==> config.mk <==
export PLATFORM = sky130hd
export DESIGN_NAME = hsem_lock_ctrl
export DESIGN_NICKNAME = d
export VERILOG_FILES = /design/src/rtl/hsem_pkg.sv /design/src/rtl/hsem_rr_arb.sv /design/src/rtl/hsem_lock_ctrl.sv
export SDC_FILE = /design/constraint.sdc
export NUM_CORES = 1
export LEC_CHECK = 0
export ABC_AREA = 1
export CAP_MARGIN = 0
export CORE_MARGIN = 2
export CORE_UTILIZATION = 50
export DETAILED_ROUTE_END_ITERATION = 7
export DONT_BUFFER_PORTS = 1
export PLACE_DENSITY = 0.63
export SYNTH_ARGS = -nofsm -noshare
export SYNTH_HDL_FRONTEND = slang
export SYNTH_SLANG_ARGS = --single-unit
==> constraint.sdc <==
create_clock -name hclk -period 2.2 [get_ports hclk]
set_clock_uncertainty 0.05 [all_clocks]
set_input_delay 0.22 -clock hclk [delete_from_list [all_inputs] [get_ports hclk]]
set_output_delay 0.22 -clock hclk [all_outputs]
set_load 0.05 [all_outputs]
==> src/rtl/hsem_pkg.sv <==
// hsem_pkg: shared constants and types for the two-core hardware semaphore controller
package hsem_pkg;

    localparam int NUM_SEM_DEF = 8;
    localparam int SEM_IDW_DEF = 3;

    typedef enum logic [1:0] {
        ST_IDLE = 2'd0,
        ST_EXEC = 2'd1,
        ST_RESP = 2'd2
    } state_t;

    localparam logic OP_UNLOCK = 1'b0;
    localparam logic OP_LOCK   = 1'b1;

    localparam logic CORE0 = 1'b0;
    localparam logic CORE1 = 1'b1;

endpackage

==> src/rtl/hsem_rr_arb.sv <==
// hsem_rr_arb: two-way round-robin arbiter; pointer moves to the loser on each grant
module hsem_rr_arb
    import hsem_pkg::*;
(
    input  logic       hclk,
    input  logic       hresetn,
    input  logic [1:0] req,
    input  logic       advance,
    output logic [1:0] grant
);

    logic r_rr;

    // lone requester wins; on contention the rr pointer picks the core
    always_comb begin
        grant[0] = req[0] && (!req[1] || r_rr == CORE0);
        grant[1] = req[1] && (!req[0] || r_rr == CORE1);
    end

    // after a grant, point at the core that did not win
    always_ff @(posedge hclk or negedge hresetn) begin
        if (!hresetn)
            r_rr <= CORE0;
        else if (advance)
            r_rr <= grant[0] ? CORE1 : CORE0;
    end

endmodule

==> src/rtl/hsem_lock_ctrl.sv <==
// hsem_lock_ctrl: two-core hardware semaphore block with ownership, wait flags and release irq
module hsem_lock_ctrl
    import hsem_pkg::*;
#(
    parameter int NUM_SEM = NUM_SEM_DEF,
    parameter int SEM_IDW = SEM_IDW_DEF
) (
    input  logic               hclk,
    input  logic               hresetn,
    input  logic               req0,
    input  logic               req1,
    input  logic               op0,
    input  logic               op1,
    input  logic [SEM_IDW-1:0] sem_id0,
    input  logic [SEM_IDW-1:0] sem_id1,
    output logic               ack0,
    output logic               ack1,
    output logic               ok0,
    output logic               ok1,
    output logic               err0,
    output logic               err1,
    output logic [1:0]         rls_irq,
    output logic [NUM_SEM-1:0] sem_locked,
    output logic [NUM_SEM-1:0] sem_owner
);

    state_t r_state, w_next;
    logic [1:0] w_grant;
    logic w_start, w_exec;
    logic r_core, r_op;
    logic [SEM_IDW-1:0] r_sem_id;
    logic [NUM_SEM-1:0] r_locked, r_owner, w_mask;
    logic [1:0][NUM_SEM-1:0] r_wait;
    logic w_valid, w_held, w_mine, w_other_wait;
    logic w_ok, w_err, w_set_lock, w_clr, w_set_wait, w_irq;
    logic r_ack0, r_ack1, r_ok0, r_ok1, r_err0, r_err1;
    logic [1:0] r_irq;

    hsem_rr_arb u_arb (
        .hclk    (hclk),
        .hresetn (hresetn),
        .req     ({req1, req0}),
        .advance (w_start),
        .grant   (w_grant)
    );

    // state register
    always_ff @(posedge hclk or negedge hresetn) begin
        if (!hresetn)
            r_state <= ST_IDLE;
        else
            r_state <= w_next;
    end

    // next state: a request starts an op, which always runs EXEC then RESP
    always_comb begin
        w_next = (r_state == ST_IDLE) ? ((req0 || req1) ? ST_EXEC : ST_IDLE) :
                 (r_state == ST_EXEC) ? ST_RESP : ST_IDLE;
    end

    // FSM decodes: grant strobe in IDLE, table update strobe in EXEC
    always_comb begin
        w_start = (r_state == ST_IDLE) && (|w_grant);
        w_exec  = (r_state == ST_EXEC);
    end

    // capture the winner's command so it survives a dropped request
    always_ff @(posedge hclk or negedge hresetn) begin
        if (!hresetn) begin
            r_core   <= CORE0;
            r_op     <= OP_UNLOCK;
            r_sem_id <= '0;
        end else if (w_start) begin
            r_core   <= w_grant[1];
            r_op     <= w_grant[1] ? op1 : op0;
            r_sem_id <= w_grant[1] ? sem_id1 : sem_id0;
        end
    end

    // decide the outcome of the latched op from the current tables
    always_comb begin
        w_valid      = int'(r_sem_id) < NUM_SEM;
        w_mask       = w_valid ? (NUM_SEM'(1) << r_sem_id) : '0;
        w_held       = |(r_locked & w_mask);
        w_mine       = w_held && ((|(r_owner & w_mask)) == r_core);
        w_other_wait = |(r_wait[~r_core] & w_mask);
        w_set_lock   = w_valid && r_op == OP_LOCK && !w_held;
        w_set_wait   = w_valid && r_op == OP_LOCK && w_held && !w_mine;
        w_clr        = r_op == OP_UNLOCK && w_mine;
        w_irq        = w_clr && w_other_wait;
        w_ok         = w_set_lock || w_mine;
        w_err        = !w_valid || (r_op == OP_UNLOCK && !w_mine);
    end

    // lock/owner/wait tables change only on the EXEC->RESP edge
    always_ff @(posedge hclk or negedge hresetn) begin
        if (!hresetn) begin
            r_locked <= '0;
            r_owner  <= '0;
            r_wait   <= '0;
        end else if (w_exec) begin
            if (w_set_lock) begin
                r_locked <= r_locked | w_mask;
                r_owner  <= r_core ? (r_owner | w_mask) : (r_owner & ~w_mask);
            end
            if (w_clr) begin
                r_locked <= r_locked & ~w_mask;
                r_owner  <= r_owner & ~w_mask;
            end
            if (w_set_wait)
                r_wait[r_core] <= r_wait[r_core] | w_mask;
            if (w_irq)
                r_wait[~r_core] <= r_wait[~r_core] & ~w_mask;
        end
    end

    // response pulses are registered so they are high only while in RESP
    always_ff @(posedge hclk or negedge hresetn) begin
        if (!hresetn) begin
            r_ack0 <= 1'b0;
            r_ack1 <= 1'b0;
            r_ok0  <= 1'b0;
            r_ok1  <= 1'b0;
            r_err0 <= 1'b0;
            r_err1 <= 1'b0;
            r_irq  <= 2'b00;
        end else begin
            r_ack0 <= w_exec && r_core == CORE0;
            r_ack1 <= w_exec && r_core == CORE1;
            r_ok0  <= w_exec && r_core == CORE0 && w_ok;
            r_ok1  <= w_exec && r_core == CORE1 && w_ok;
            r_err0 <= w_exec && r_core == CORE0 && w_err;
            r_err1 <= w_exec && r_core == CORE1 && w_err;
            r_irq  <= (w_exec && w_irq) ? (r_core == CORE0 ? 2'b10 : 2'b01) : 2'b00;
        end
    end

    assign ack0       = r_ack0;
    assign ack1       = r_ack1;
    assign ok0        = r_ok0;
    assign ok1        = r_ok1;
    assign err0       = r_err0;
    assign err1       = r_err1;
    assign rls_irq    = r_irq;
    assign sem_locked = r_locked;
    assign sem_owner  = r_owner;

endmodule

# --- After elaboration in Yosys (flattened, before gate mapping) ---
# Index checks and enable logic that the tools add are counted.
totals:
  out_inout_bits: 24
  word_cells: 96
  input_bits: 12
  reg_bits: 48
classes:
  magnitude_cmp: 4
  n_bitwise: 13
  n_reduce_logical: 34
  muxes: 26
  eq_ne: 2
  n_shift: 1
op_table:
  columns: ["cell", "n"]
  rows:
  - ["2-to-1 mux 8 bit", 11]
  - ["AND 8 bit", 6]
  - ["2-to-1 mux 16 bit", 3]
  - ["bitwise mux 16 bit", 2]
  - ["bitwise OR 8 bit", 3]
  - ["OR reduction 8 bit", 3]
  - ["logical AND 1 bit", 19]
  - ["demux 8 bit (select 1 bit)", 2]
  - ["2-to-1 mux 2 bit", 4]
  - ["inverter 8 bit", 1]
  - ["left shift 1 x 3 -> 8 bit (first input constant)", 1]
  - ["logical NOT 1 bit", 4]
  - ["logical OR 1 bit", 4]
  - ["< comparator 1 x 2 -> 1 bit (second input constant)", 2]
  - ["2-to-1 mux 1 bit", 3]
  - ["2-to-1 mux 3 bit", 1]
  - ["inverter 1 bit", 3]
  - ["equality test 2 x 1 -> 1 bit (second input constant)", 1]
  - ["greater-or-equal comparator 1 bit (second input constant)", 2]
  - ["logical NOT 2 bit", 1]
  - ["AND reduction 2 bit", 1]
  - ["nonzero test 2 bit", 1]
  - ["OR reduction 2 bit", 1]
  - ["equality test 1 bit", 1]

# --- Logic depth before layout (Yosys ltp) ---
# Gate-level depths: netlist (run 1).
depth:
  word_depth: 11
  ltp_mapped: 15
  depth_no_buf: 13

# --- By module ---
# From an unflattened synthesis (run 1), not the netlist that was laid out.
unflattened:
  hier_cells: 355
  area_unflattened_um2: 2733.9
modules_own_cells:
  columns: ["module", "instances", "seq_area_each_um2", "cells_per_inst", "area_each_um2"]
  rows:
  - ["hsem_lock_ctrl", 1, 1176.1, 345, 2672.6]
  - ["hsem_rr_arb", 1, 25.0, 10, 61.3]

# --- Least setup slack after synthesis (run 1) ---
# OpenSTA, ideal clock, no wires.
synth_path:
  path_type: "register to register"
  start: "register r_sem_id[1]"
  end: "register r_wait[3] (netlist bit)"
  arrival_time_ps: 1738
  synth_period_minus_slack_ps: 1906
  setup_ps: 118
  path_stages_with_launch: 14
  setup_slack_ps: 294
  required_ps: 2032
  path_buffers: 3
  path_cell_list: "dfrtp_1 -> buf_4 -> nor2_2 -> nand2_1 -> o21ai_1 -> nor2_1 -> nand2_2 -> nand3_2 -> nor2_2 -> buf_6 -> buf_6 -> nand4_1 -> nand3_1 -> nand2_1"
synth_via:
  elab_chain_cells: 11
  elab_cells_between_ends: 22
  classes_between: "1 x eq/ne; 1 x shift; 5 x mux; 6 x bitwise; 9 x reduce/logical"
synth_rtl:
  columns: ["item", "line", "source"]
  rows:
  - ["start: declaration", "hsem_lock_ctrl.sv:31", "logic [SEM_IDW-1:0] r_sem_id;"]
  - ["start signal: assignment", "hsem_lock_ctrl.sv:76", "r_sem_id <= w_grant[1] ? sem_id1 : sem_id0;"]
  - ["left shift 1 x 3 -> 8 bit *", "hsem_lock_ctrl.sv:83", "w_mask = w_valid ? (NUM_SEM'(1) << r_sem_id) : '0;"]
  - ["AND 8 bit", "hsem_lock_ctrl.sv:85", "w_mine = w_held && ((|(r_owner & w_mask)) == r_core);"]
  - ["OR reduction 8 bit", "hsem_lock_ctrl.sv:85", null]
  - ["equality test 1 bit", "hsem_lock_ctrl.sv:85", null]
  - ["logical AND 1 bit", "hsem_lock_ctrl.sv:85", null]
  - ["logical NOT 1 bit", "hsem_lock_ctrl.sv:88", "w_set_wait = w_valid && r_op == OP_LOCK && w_held && !w_mine;"]
  - ["logical AND 1 bit", "hsem_lock_ctrl.sv:88", null]
  - ["2-to-1 mux 16 bit", "hsem_lock_ctrl.sv:110", "if (w_set_wait)"]
  - ["2-to-1 mux 16 bit", "hsem_lock_ctrl.sv:101", "end else if (w_exec) begin"]
  - ["bitwise mux 16 bit", "hsem_lock_ctrl.sv:113", "r_wait[~r_core] <= r_wait[~r_core] & ~w_mask;"]
  - ["2-to-1 mux 16 bit *", "hsem_lock_ctrl.sv:112", "if (w_irq)"]
  - ["end signal: indexed assignment", "hsem_lock_ctrl.sv:111", "r_wait[r_core] <= r_wait[r_core] | w_mask;"]
  - ["end signal: indexed assignment", "hsem_lock_ctrl.sv:113", null]
  - ["end: declaration", "hsem_lock_ctrl.sv:33", "logic [1:0][NUM_SEM-1:0] r_wait;"]
# Mark *: on every way between the ends. The rest lies on a longest branch, timed or not. The select of a mux whose other input is x is not followed.
# A chain may end at the register's enable or synchronous reset.

# --- Worst setup path after layout (run 1) ---
layout_path:
  start: "register r_sem_id[2]"
  end: "register r_wait[1] (netlist bit)"
# The elaborated chain is that of the path after synthesis.

==> summary.md, run 1 <==
The worst setup path is launched from a register. The post-route clock period utilization was 92.1%. The floorplan die height came out at 75.7 µm.

met2 is the most crowded layer. For the synthesized netlist net count, the log shows 348. After floorplanning, the core was divided into 26 placement rows. The largest voltage drop on the vdd net came out at 1.03 mV. The run finished with clean final reports.

The repair_antennas step left the layout with diodes totalling 0. The run gives 51.0% as the initial cell density of the core. The first detailed-routing pass ran for 4 iterations. The worst-path maximum fanout is 12. By count the netlist is led by nand2_1, dfrtp_1, nor2_1.

The routed layout has 2325 vias. Clock tree synthesis inserted a total of 5 buffers. TritonCTS built the clock tree. The worst hold path terminates at r_sem_id[1]$_DFFE_PN0P_. No sink is reached through more buffers than the 2 on the longest clock path. In this run, synthesis inferred 0 flip-flops with an integrated enable.

For the gate count after technology mapping, the log shows 336. The fraction of layout cells with a size suffix above 1 was 21.8%. The setup check on the worst reg-to-reg path leaves a slack of 0.17 ns.

Area of the die: 5740 µm². The most used flip-flop cell after synthesis is dfrtp_1. The number of global-route vias before repair was 2104.

The core region is 5040 µm². The min-delay analysis places its worst path in the category in2reg. The average detailed-routed wire length per instance is 14.5 µm, and the DRC violation total after the first TritonRoute iteration is 143. The synthesized design spends more area on one cell type than any other, namely dfrtp_1. The worst slew margin relative to its limit is 70.7%. The worst setup path is of the reg2reg kind.

The synthesized design devotes to its leading area cell type 46.7% of total area. The per-cell via count in the routed design is 5.26, and the clock period minus worst slack is 2.03 ns. In this run the critical register-to-register path is captured at r_wait[1]$_DFFE_PN0N_.

The count of cells along the worst register-to-register path was 13. Total DRC errors in the routed layout: 0. At the worst endpoint, the arrival time is 2.19 ns. The max-slew violation count was 0. Excluding fillers, the count of instances in the completed layout stands at 442. The number of hold-slack violations in the final timing report was 0. For this run, the number of Yosys warnings is 0. Based on the critical path, the design can be clocked at up to 493 MHz. In the final timing run, aggregate negative setup slack is 0 ns. In this run the critical register-to-register path is launched from r_sem_id[2]$_DFFE_PN0P_.

At the later pin of the worst-skew pair, clock insertion delay measures 0.32 ns. The logs give 0 for the initial antenna violation count and 34.3% for the met1 track demand over resource in global routing. After clock tree synthesis, the clock-pin slew on the worst setup and hold paths is 0.09 ns.

The number of stages on the worst hold path is 2. The total of buffers placed on input and output ports is 0, and the power per cell area is 1600 nW/µm². The met3 track demand over resource in global routing came out at 4.23%. The tools report the post-synthesis instance area as 2570 µm².

The required time of the worst setup path is 2.36 ns, and the measured slew at the worst slew-check pin is 0.441 ns. Summed over all nets, the half-perimeter wirelength after detailed placement is 4600 µm. The register bit count reported by yosys came out at 48. The total I/O pin count is 36, and the total of endpoints with negative setup slack in the final report is 0. The run gives 0 as the overflow left after global routing. The post-synthesis cell type count is 27.

The tools report the start point of the worst hold path as sem_id0[1]. Yosys instantiated no cell more often than nand2_1. Setup repair after global routing left no endpoint under its margin.

The area added between synthesis and finish is 19.6%, and the chip width is 75.7 µm. The worst setup path is captured at a register. Global routing used 24.2% of the available tracks across all layers.

Of all flip-flops after synthesis, the portion carrying an async set or reset was 100%. The H-tree level count was 2; the wire length of the first global-routing pass was 10300 µm. Once placement completed, the tool counted placed cells totaling 429. The standby leakage power is 1.53 nW. Max-cap violations in this run came to 0. The run gives 0.00492 W as the sum of internal, switching and leakage power. Clock tree synthesis selected as its root buffer the cell clkbuf_8.

The share of the Yosys chip area taken by registers is 46.7%. The logs give 37.6% for the fraction of met2 tracks used by global routing and 0.851 for the weighted congestion reported at the end of routability-driven placement. The count of antenna-violating nets left after detailed routing is 0. The clock sink total is 48, and the post-detailed-routing wire length is 6390 µm. Entering global routing, the biggest net connects 49 pins.

Each instance of the synthesized netlist takes up on average 7.66 µm². At the end of the flow, the number of nets in the layout was 383. In the post-synthesis netlist, the biggest area contributors are dfrtp_1, nand2_1, nand4_1.
[per-layer routing]
layer  routed length [µm]  share of wire, %  vias to the layer above
li1                     -                 -                     1193
met5                    0                 0                        -
met2                 2970                46                       60
met4                   76               1.2                        0
met3                  232               3.6                        8
met1                 3110                49                     1064
[per-stage QoR]
step | setup slack, ns | util, % | area, µm² | hold slack, ns
final | 0.174 | 61.0 | 3080 | 0.0337
after CTS | 0.00125 | 59.1 | 2980 | 0.0411
after global routing | 0.000885 | 61.0 | 3080 | 0.0403
after floorplan | 0.294 | - | 2570 | -0.126
after detailed placement | 0.0237 | 56.4 | 2840 | -0.124
after global placement | 0.0533 | 56.4 | 2840 | -0.125
[where the power goes]
part / total, W / switching [W] / leakage (nW) / internal, W
Sequential: 0.00160 / 0.000404 / 0.626 / 0.00120
Clock: 0.000566 / 0.000311 / 0.0434 / 0.000255
Combinational: 0.00275 / 0.00188 / 0.862 / 0.000871
Total: 0.00492 / 0.00260 / 1.53 / 0.00233
[placed cells by master (no fill, tap or decap), types with 3 or more instances in the layout]
master and n:
nand2_1 104, dfrtp_1 45, buf_4 38, inv_1 23
nor2_1 21, o21ai_1 20, nand4_1 19, nand3_1 19
a21oi_1 12, nor2_2 8, a31oi_1 8, clkbuf_8 6
o21ai_0 5, nor2_4 5, nand2_2 4, o21a_1 4
o22ai_1 4, nand3_2 3, nor3_2 3, a22oi_1 3
dfrtp_2 3
[critical path, cell delays in order (launching register included)]
cell and delay (ns):
dfrtp_2 0.48, buf_4 0.19, nand4_1 0.09, nand2_1 0.08
nor2_1 0.11, nand2_1 0.07, nand2_2 0.09, nand3_2 0.12
nor2_4 0.16, buf_8 0.17, buf_4 0.12, nand4_1 0.06
nand3_1 0.09, nand2_1 0.05
[logic make-up (layout without fill, tap and decap cells)]
kind of cell	Yosys count	count (layout)	share of synthesized area, %
buffers and inverters	41	77	7.59
AO/OA/AOI/OAI	58	58	12.6
flip-flops	48	48	46.7
AND/OR/NAND/NOR	189	189	33.1
[cell type report]
type | count | area, µm²
fill | 466 | 1970
multi-input combinational | 247 | 1240
sequential | 48 | 1200
timing repair buffer | 41 | 338
inverter | 28 | 110
tap | 70 | 87.6
clock buffer | 6 | 82.6
clock inverter | 2 | 15.0
[repair_timing]
item                                    4_1_cts  5_1_grt
gates resized for setup                       1       20
hold buffers                                  2        0
buffers inserted                              0        3
hold endpoints to repair                     48        0
cloned                                        0        0
endpoints found under the setup margin        3       31
[worst max path at each step]
stage | from | depth (start not counted) | endpoint
2_1_floorplan | r_sem_id[1]$_DFFE_PN0P_ | 13 | r_wait[3]$_DFFE_PN0N_
6_report | r_sem_id[2]$_DFFE_PN0P_ | 13 | r_wait[1]$_DFFE_PN0N_
5_1_grt | r_sem_id[0]$_DFFE_PN0P_ | 11 | r_wait[6]$_DFFE_PN0N_
3_5_place_dp | r_sem_id[0]$_DFFE_PN0P_ | 11 | r_wait[11]$_DFFE_PN0N_
3_3_place_gp | r_sem_id[0]$_DFFE_PN0P_ | 11 | r_wait[9]$_DFFE_PN0N_
4_1_cts | r_sem_id[0]$_DFFE_PN0P_ | 11 | register
Power figures use the tool's default switching activity.
==> inputs of run 2 (changes only) <==
- SYNTH_HIERARCHICAL: unset -> 1
==> run 2 against run 1 <==
Critical path type unchanged; synthesized area grew 6.3%; routed wire length is 19% higher; synthesized cell count increased by 5.7%; hold slack got worse by 0.0056 ns; the flow now finishes with violations (negative setup slack); sequential cell count unchanged; sequential power rose by 7%; critical path depth shrank 2.
==> summary.md, run 2 <==
The logs give 450 MHz for the fmax and 60.7% for the share of power burned in combinational logic. In this run the worst hold path is classified as in2reg. The first global-routing pass estimated 11700 µm of wire. The cell chosen for the clock root is clkbuf_8. Registers are responsible for 30.4% of the overall power.

The worst register-to-register path has a depth of 11. The proportion of synthesized flip-flops having asynchronous set or reset was 100%; the largest voltage drop on the vdd net was 0.829 mV. The average detailed-routed wire length per instance was 16.2 µm; the number of filler cells placed in the layout was 459.

The top cell types in the final layout, fill and taps aside, are nand2_1, dfrtp_1, buf_4, inv_1, o21ai_1. The final layout contains routed wiring with a total length of 7590 µm. By area, the combinational part of the netlist is dominated by simple AND/OR/NAND/NOR gates. The antenna diode instance count came out at 0.

The synthesized netlist devotes 0% of its cell area to XOR and XNOR gates. The count of antenna-violating nets left after detailed routing is 0, and the worst slew margin relative to its limit is 70.2%. Synthesis inferred 48 register bits.

The number of maximum-capacitance violations came out at 0. Post-layout instance area: 3360 µm². The setup slack of the critical path after layout was -0.0232 ns; the global router's overall resource usage was 24.7%. The Yosys step of the flow raised 6 warnings. The synthesized-area fraction occupied by ao, oa, aoi and oai cells was 11.1%; the area added between synthesis and finish was 22.9%.

The logs give 0 for the initial antenna violation count and 2970 µm² for the total cell area at the placement stage. The commonest cells after synthesis are nand2_1, dfrtp_1, inv_1. Startpoint of the most critical setup path: r_sem_id[1]$_DFFE_PN0P_.

Setup repair after global routing could not meet its margin everywhere. Data on the critical path arrives at its endpoint at 2.36 ns. The fraction of layout cells with a size suffix above 1 was 25.8%. The fraction of synthesized area in multiplexers is 0%. Summed over all layers, the global routing overflow is 0. Summing the areas of all and, or, nand and nor instances in the mapped netlist gives 36.9% of the synthesized area.

Together, buffers and inverters on the worst path number 2. Synthesis produced a netlist with a net count of 367. The library cell used most frequently in the layout, excluding fill and tap cells, is nand2_1.

The run finished, with violations left. Dividing total power by cell area gives a power density of 1670 nW/µm². The region available for standard cell placement spans 5200 µm². The met3 track demand over resource in global routing was 5.93%; the measured slew at the worst slew-check pin was 0.446 ns.

The tools report the max-slew violation count as 0. On the critical path the largest part of the delay comes from simple AND/OR/NAND/NOR gates. The tools report the total DRC errors in the routed layout as 0. Clock tree synthesis found a total of 48 sinks.

In this run the power spent charging and discharging nets is 0.00302 W. Number of buffers created by CTS: 5. The die covers 6080 µm². Slowest stage cell on the critical path: dfrtp_4. The most used flip-flop cell after synthesis is dfrtp_1. In the post-synthesis netlist, the biggest area contributors are dfrtp_1, nand2_1, nand4_1.

Along the worst path, the maximum fanout reaches 8. For the required time of the worst setup path, the log shows 2.34 ns. The gate count after technology mapping was 355.

A synthesized cell averages 7.70 µm². Summing the sequential cell areas from Yosys gives 43.9% of the chip area. The portion of total power attributed to the clock network is 8.9%, and the share of total power consumed by net switching is 53.8%. The smallest clock period supported by the final layout is computed as 2.22 ns. In the global route stage, met1 resource usage came out at 34.1%. No sink is reached through more buffers than the 2 on the longest clock path.

Synthesis instantiated 29 different standard cells from the library. The number of global-route vias before repair was 2394. The post-CTS clock slew at the launch and capture registers of the worst setup and hold paths is 0.09 ns, and the number of iterations in the first detailed-routing pass is 5.

36 I/O pins were placed. The initialized floorplan defines 26 standard-cell rows. Logic depth of the worst setup path including buffers: 11. The most used standard cell by instance count after synthesis is nand2_1.

The standby leakage power is 1.72 nW, and the initial cell density of the core is 52.5%. The post-route clock period utilization is 101%, and the sum of internal, switching and leakage power is 0.00561 W. H-tree level count: 2. The chip width works out to 77.9 µm. The total of endpoints with negative setup slack in the final report is 8, and the fraction of met2 tracks used by global routing is 38.4%. In this run, synthesis inferred 0 flip-flops with an integrated enable.

The worst register-to-register path begins at r_sem_id[1]$_DFFE_PN0P_. The detailed placement HPWL is 4930 µm, and the maximum cell stage delay along the critical path is 0.55 ns. The pin count of the biggest net entering global routing came out at 49. The critical path goes through buf_6, nand4_1, nand2_1, nor2_1, nand2_1, nand2_2, nand3_4, nor2_8, clkinvlp_4, nand2_1, o21ai_1. After the first detailed-routing iteration, the DRC count stood at 195. For the final-stage net count, the log shows 412.

Number of hold-slack violations in the final timing report: 0. The checks that failed: negative setup slack. The per-cell via count in the routed design is 5.69.

The mapped netlist covers 2730 µm². Launching element type of the critical path: a register. For this block, the via count after detailed routing is 2673. Register-to-register setup slack: -0.02 ns. The largest total area in the synthesized netlist belongs to dfrtp_1. Weighted congestion reported at the end of routability-driven placement: 0.872.

The most numerous cell type found on the critical path is nand2_1. Floorplan die height: 77.9 µm. The clock latency of the later-clocked register in the worst-skew pair is 0.30 ns. The start-to-end type of the worst setup path was reg2reg.

The proportion of netlist area held by the largest area contributor came out at 43.9%. The global routing stage identified its most utilized layer as met2. The worst setup path is captured at a register. The post-synthesis adder-cell area fraction was 0%. The tools report the cell-internal power as 0.00259 W. Buffers placed on the I/O ports in this run total 0. TritonCTS built the clock tree.
run 2: cell count changes after synthesis, moves of 4 or more:
cell and change:
o21a_1 -4, nand2_1 +11, nand3_4 +5, inv_1 +5, nor2_1 -7, o211ai_1 +4
nor2_4 +4
run 2: cell type report:
cell class,instances,area (µm²),area share (%)
Clock buffer,6,72.6,2.16
Clock inverter,1,5.00,0.149
Inverter,33,143,4.24
Multi-Input combinational cell,261,1410,41.8
Sequential cell,48,1210,35.9
Tap cell,70,87.6,2.61
Timing Repair Buffer,51,439,13.1
run 2: worst min path at each step:
stage | start | to | cells after the start
CTS | sem_id0[0] | r_sem_id[0]$_DFFE_PN0P_ | 2
global placement | hresetn | async pin | 0
global route | req0 | r_state[0]$_DFF_PN0_ | 2
finish | req0 | r_state[0]$_DFF_PN0_ | 2
detailed placement | hresetn | async pin | 0
floorplan | hresetn | async pin | 0
run 2: cell families after synthesis:
family	count (synthesis)
buf+inv	47
simple gates	204
compound gates	56
flops	48
run 2: power by group through the flow:
stage	Clock, W	Sequential (W)	Combinational [W]
after floorplan	0	0.00204	0.00167
after global placement	0	0.00169	0.00275
after detailed placement	0	0.00169	0.00280
after CTS	0.000519	0.00168	0.00283
after global routing	0.000546	0.00175	0.00365
final	0.000500	0.00171	0.00340
run 2: worst register-to-register path, stage by stage (launching register included):
cell and delay, ns:
dfrtp_4 0.55, buf_6 0.15, nand4_1 0.10, nand2_1 0.08, nor2_1 0.13, nand2_1 0.10, nand2_2 0.10, nand3_4 0.13
nor2_8 0.25, clkinvlp_4 0.28, nand2_1 0.13, o21ai_1 0.06
run 2: per-stage QoR:
| step | instances | util (%) | hold slack (ns) | setup TNS (ns) | worst slack (ns) |
|---|---|---|---|---|---|
| 2_1_floorplan | 355 | - | -0.126 | 0 | 0.317 |
| 3_3_place_gp | 441 | 57.0 | -0.125 | -0.0436 | -0.0177 |
| 3_5_place_dp | 441 | 57.0 | -0.125 | -1.12 | -0.0747 |
| 4_1_cts | 451 | 59.4 | 0.0223 | 0 | 0.0177 |
| 5_1_grt | 470 | 64.6 | 0.0199 | -2.39 | -0.148 |
| 6_report | 470 | 64.6 | 0.0281 | -0.118 | -0.0232 |
run 2: repair_timing:
item / CTS / global route
gates resized for setup: 1 / 37
endpoints found under the hold margin: 49 / 0
setup buffers: 0 / 18
cloned: 0 / 1
setup endpoints to repair: 27 / 31
pin swaps: 0 / 14
hold buffers: 3 / 0
run 2: per-layer routing:
| metal | up-vias | wire, µm |
|---|---|---|
| met2 | 138 | 3560 |
| met1 | 1258 | 3210 |
| met5 | - | 0 |
| met3 | 20 | 640 |
| met4 | 0 | 188 |
| li1 | 1257 | - |
